$ cat config.mk
export PLATFORM = sky130hd
export DESIGN_NAME = accum_seq_ctrl
export DESIGN_NICKNAME = d
export VERILOG_FILES = /design/src/rtl/accum_seq_ctrl.sv
export SDC_FILE = /design/constraint.sdc
export NUM_CORES = 1
export LEC_CHECK = 0
export ABC_AREA = 1
export BUFFER_PORTS_ARGS = -buffer_cell sky130_fd_sc_hd__buf_2
export CAP_MARGIN = 10
export CORE_MARGIN = 10
export CORE_UTILIZATION = 40
export CTS_CLUSTER_SIZE = 8
export DETAILED_ROUTE_END_ITERATION = 16
export PLACE_DENSITY = 0.66
export SLEW_MARGIN = 15
export SYNTH_ARGS = -nofsm -noshare
export SYNTH_HDL_FRONTEND = slang
export SYNTH_SLANG_ARGS = --single-unit
$ cat constraint.sdc
create_clock -name clk -period 1.58 [get_ports clk]
set_input_delay 0.395 -clock clk [delete_from_list [all_inputs] [get_ports clk]]
set_output_delay 0.395 -clock clk [all_outputs]
set_load 0.01 [all_outputs]
$ cat src/rtl/accum_seq_ctrl.sv
// ============================================================================
// Module   : accum_seq_ctrl
// Brief    : Sequencer for the 4-bit accumulator datapath (DR -> ALU -> BUFF -> AC)
// Revision : 1.0  initial release
// ============================================================================
`default_nettype none

module accum_seq_ctrl #(
    parameter int CNT_W             = 8,
    parameter bit REQUIRE_NEW_INPUT = 1'b1
) (
    input  logic             clk,
    input  logic             clr,
    input  logic             req,
    input  logic             op,
    input  logic             same,
    input  logic             cout,
    output logic             ready,
    output logic             ld_dr,
    output logic             ld_buff,
    output logic             ld_ac,
    output logic             alu_op,
    output logic             busy,
    output logic             done,
    output logic             carry,
    output logic [CNT_W-1:0] op_count
);

    typedef enum logic [2:0] {
        S_IDLE   = 3'd0,
        S_LOAD   = 3'd1,
        S_EXEC   = 3'd2,
        S_COMMIT = 3'd3,
        S_DONE   = 3'd4,
        S_HOLD   = 3'd5
    } state_t;

    localparam logic [CNT_W-1:0] C_CNT_ONE = CNT_W'(1);

    state_t           r_state;
    state_t           w_next;
    logic             r_alu_op;
    logic             r_carry;
    logic [CNT_W-1:0] r_op_count;
    logic             w_accept;

    assign w_accept = (r_state == S_IDLE) && req;

    always_ff @(posedge clk or negedge clr) begin
        if (!clr) begin
            r_state <= S_IDLE;
        end else begin
            r_state <= w_next;
        end
    end

    // Outputs are pure decodes of the state register, so clr drops them at once.
    always_comb begin
        w_next  = r_state;
        ready   = 1'b0;
        busy    = 1'b1;
        ld_dr   = 1'b0;
        ld_buff = 1'b0;
        ld_ac   = 1'b0;
        done    = 1'b0;
        case (r_state)
            S_IDLE: begin
                ready = 1'b1;
                busy  = 1'b0;
                if (req) begin
                    w_next = S_LOAD;
                end
            end
            S_LOAD: begin
                ld_dr  = 1'b1;
                w_next = S_EXEC;
            end
            S_EXEC: begin
                ld_buff = 1'b1;
                w_next  = S_COMMIT;
            end
            S_COMMIT: begin
                ld_ac  = 1'b1;
                w_next = S_DONE;
            end
            S_DONE: begin
                done   = 1'b1;
                w_next = REQUIRE_NEW_INPUT ? S_HOLD : S_IDLE;
            end
            S_HOLD: begin
                if (!same) begin
                    w_next = S_IDLE;
                end
            end
            default: begin
                w_next = S_IDLE;
            end
        endcase
    end

    always_ff @(posedge clk or negedge clr) begin
        if (!clr) begin
            r_alu_op   <= 1'b0;
            r_carry    <= 1'b0;
            r_op_count <= '0;
        end else begin
            if (w_accept) begin
                r_alu_op <= op;
                r_carry  <= 1'b0;
            end else if (r_state == S_EXEC) begin
                r_carry <= cout;
            end
            if (r_state == S_DONE) begin
                r_op_count <= r_op_count + C_CNT_ONE;
            end
        end
    end

    assign alu_op   = r_alu_op;
    assign carry    = r_carry;
    assign op_count = r_op_count;

endmodule

`default_nettype wire
==> results.md <==
- WS Path Type: reg -> out
- DIE WIDTH: 60.49 um
- Floorplan row count: 14
- Clk slew on worst S/H paths: 70 ps
- Via/cell ratio: 4.736
- Worst-Skew Late Latency: 270 ps
- Setup violations, final: 0
- Syn nets: 89
- Yosys warns: 0
- RSZ-0062 raised after global routing: yes
- Num ports: 22
- Cell Pwr Density: 1610 mW/mm2
- Clock sink count: 13
- CP arrival: 1160 ps
- Highest-delay cell along the critical path: dfrtp_2
- Synth Area in Simple Gates: 0.2939
- Tmin final: 1559 ps
- NumNets Final: 117
- Worst Hold Class: in -> reg
- DRC Markers: 0
- Pre-CTS setup slack: 304.9 ps
- Buffers added on ports: 21
- CP required: 1180 ps
- Synth Register Bits: 13
- First-pass GRT wire length: 2.394 mm
- Adder-cell area share of the yosys netlist: 0.01908
- Share of cells above drive strength 1: 0.3578
- Antenna-violating nets left: 0
- Synth unique cells: 15
- Status: completed
- Area Growth Syn to Fin: 29.96%
- Post-Syn Instances: 82
- MaxCap Viol Count: 0
- Critical Path Sink Type: output port
- Vias in the first global route: 575
- Main combinational cell family by area after synthesis: simple AND/OR/NAND/NOR gates
- Placer congestion estimate: 0.8132
- Register area share after synthesis: 0.4962
- Chip height: 60.49 um
- Delay-heaviest family, CP: flip-flops
- Multiplexer share of the synthesized area: 0
- Tot GR Track Use: 0.08456
- CTS H-tree depth: 1
- Largest stage delay on the critical path: 450 ps
- Sequential Area: 327.8 um2
- CTS Buf Count: 3
- Multi-input gate area: 282.8 um2
- Skew final: 6.698 ps
- Worst path cell trace: nor2_2 > nand2_2 > inv_1 > buf_2
- Mean Syn Cell Area: 7.995 um2
- Worst-Margin Slew: 299.6 ps
- Max IR drop VDD: 0.0009423 V
- Final hold vios: 0
- Clock root cell: clkbuf_4
- XOR/XNOR Fraction of Synth Area: 0.05344
- Cell area after synthesis: 655.6 um2
- Startpoint types: register
- Final setup margin: 21.46 ps
- Period utilization: 0.9864
- Drt initial violations: 4
- Max-slew headroom: 0.8003
- Ant. Diodes: 0
- Vias: 592
- Tot Pwr: 1.372 mW
- Core ar.: 0.001524 mm2
- Clock buffer depth: 2
- Compound-Gate Fraction of Synth Area: 0.03435
- GRT Residual Overflow: 0
- Starting utilization of the core area: 0.4302
- Buffers plus inverters on the worst setup path: 2
- WL/cell: 12.08 um
- Setup slack, reg-to-reg: 370 ps
- Initial antenna violation count: 0
- Fillers: 154
- Setup Buffers After CTS: 0
- Largest net degree at the start of global routing: 14
- Fmax: 641.6 MHz
- WL final: 1.510 mm
- P_leak: 0.5204 nW
- Detailed placer's ending HPWL: 1.218 mm
- First-pass DRT Iterations: 4
- Crit Path Max Fanout: 4
- TritonCTS clock tree: yes
- Final Max Tran Viols: 0
- Die ar.: 0.003658 mm2
-- area by class of cell --
class,instances,area share
Clock buffer,4,0.03084
Inverter,18,0.08223
Multi-Input combinational cell,51,0.3319
Sequential cell,13,0.3847
Tap cell,16,0.02349
Timing Repair Buffer,23,0.1468
-- kinds of logic after synthesis --
kind of cell	Yosys count
simple gates	42
buf+inv	18
flops	13
compound gates	4
xor+xnor	4
fa+ha+maj	1
-- cell usage after synthesis, drive strengths merged --
library cell | instances | area, um2
a22oi | 1 | 7.510
dfrtp | 13 | 325.3
ha | 1 | 12.51
inv | 18 | 67.56
nand2 | 20 | 75.07
nand3 | 10 | 50.05
nor2 | 10 | 55.06
nor3 | 1 | 5.000
nor3b | 1 | 7.510
o21ai | 3 | 15.01
xnor2 | 2 | 17.52
xor2 | 2 | 17.52
-- final timing paths --
kind / start / end / cells past startpoint
setup / recovery: r_state[1]$_DFFE_PN0P_ / ready / 4
min in group asynchronous: clr / op_count[6]$_DFFE_PN0P_ / 2
hold reg to reg: alu_op$_DFFE_PN0P_ / alu_op$_DFFE_PN0P_ / 2
max in group asynchronous: clr / r_state[1]$_DFFE_PN0P_ / 2
hold / removal: op / alu_op$_DFFE_PN0P_ / 3
setup reg to reg: r_state[1]$_DFFE_PN0P_ / op_count[6]$_DFFE_PN0P_ / 6
-- power by group --
part / leakage (nW) / internal (mW) / switching (mW)
sequential: 0.166 / 0.441 / 0.117
clock: 0.0150 / 0.0977 / 0.105
combinational: 0.339 / 0.249 / 0.362
total: 0.520 / 0.788 / 0.585
-- metrics by stage --
step                      cells  setup TNS, ps  instance area (um2)  hold slack [ps]  utilization
after floorplan              82              0                655.6            99.41            -
after global placement      120              0                788.3            298.9       0.5172
after detailed placement    120              0                788.3            296.6       0.5172
after CTS                   125         -2.085                829.5            315.9       0.5443
after global routing        125         -102.8                852.1            326.1       0.5591
final                       125              0                852.1            325.8       0.5591
-- per-layer routing --
| metal | global-route usage | part of all wire | vias up |
|---|---|---|---|
| met5 | 0 | 0 | - |
| met4 | 0.04702 | 0.0060 | 0 |
| met3 | 0.04384 | 0.11 | 2 |
| met2 | 0.1279 | 0.45 | 21 |
| met1 | 0.09409 | 0.44 | 266 |
| li1 | - | - | 303 |
-- sequential cells by signal, summed over array words and instances, names as in the netlist --
register  flops
r_state       3
carry         1
alu_op        1
op_count      8
-- worst min-delay path, delay by kind of cell --
kind          cells  cell delay (ps)
buf+inv           1               70
simple gates      2               90
-- repair_timing --
item | CTS | global route
hold buffers | 1 | 0
setup endpoints to repair | 1 | 5
resized for setup | 1 | 11
hold endpoints to repair | 13 | 0
-- placed cells by master (no fill, tap or decap), drive strengths merged --
master	n
a22oi	1
buf	22
clkbuf	4
dfrtp	13
dlygate4sd3	1
ha	1
inv	18
nand2	20
nand3	10
nor2	10
nor3	1
nor3b	1
o21ai	3
xnor2	2
xor2	2
No activity file was read; power rests on OpenSTA's default activity.
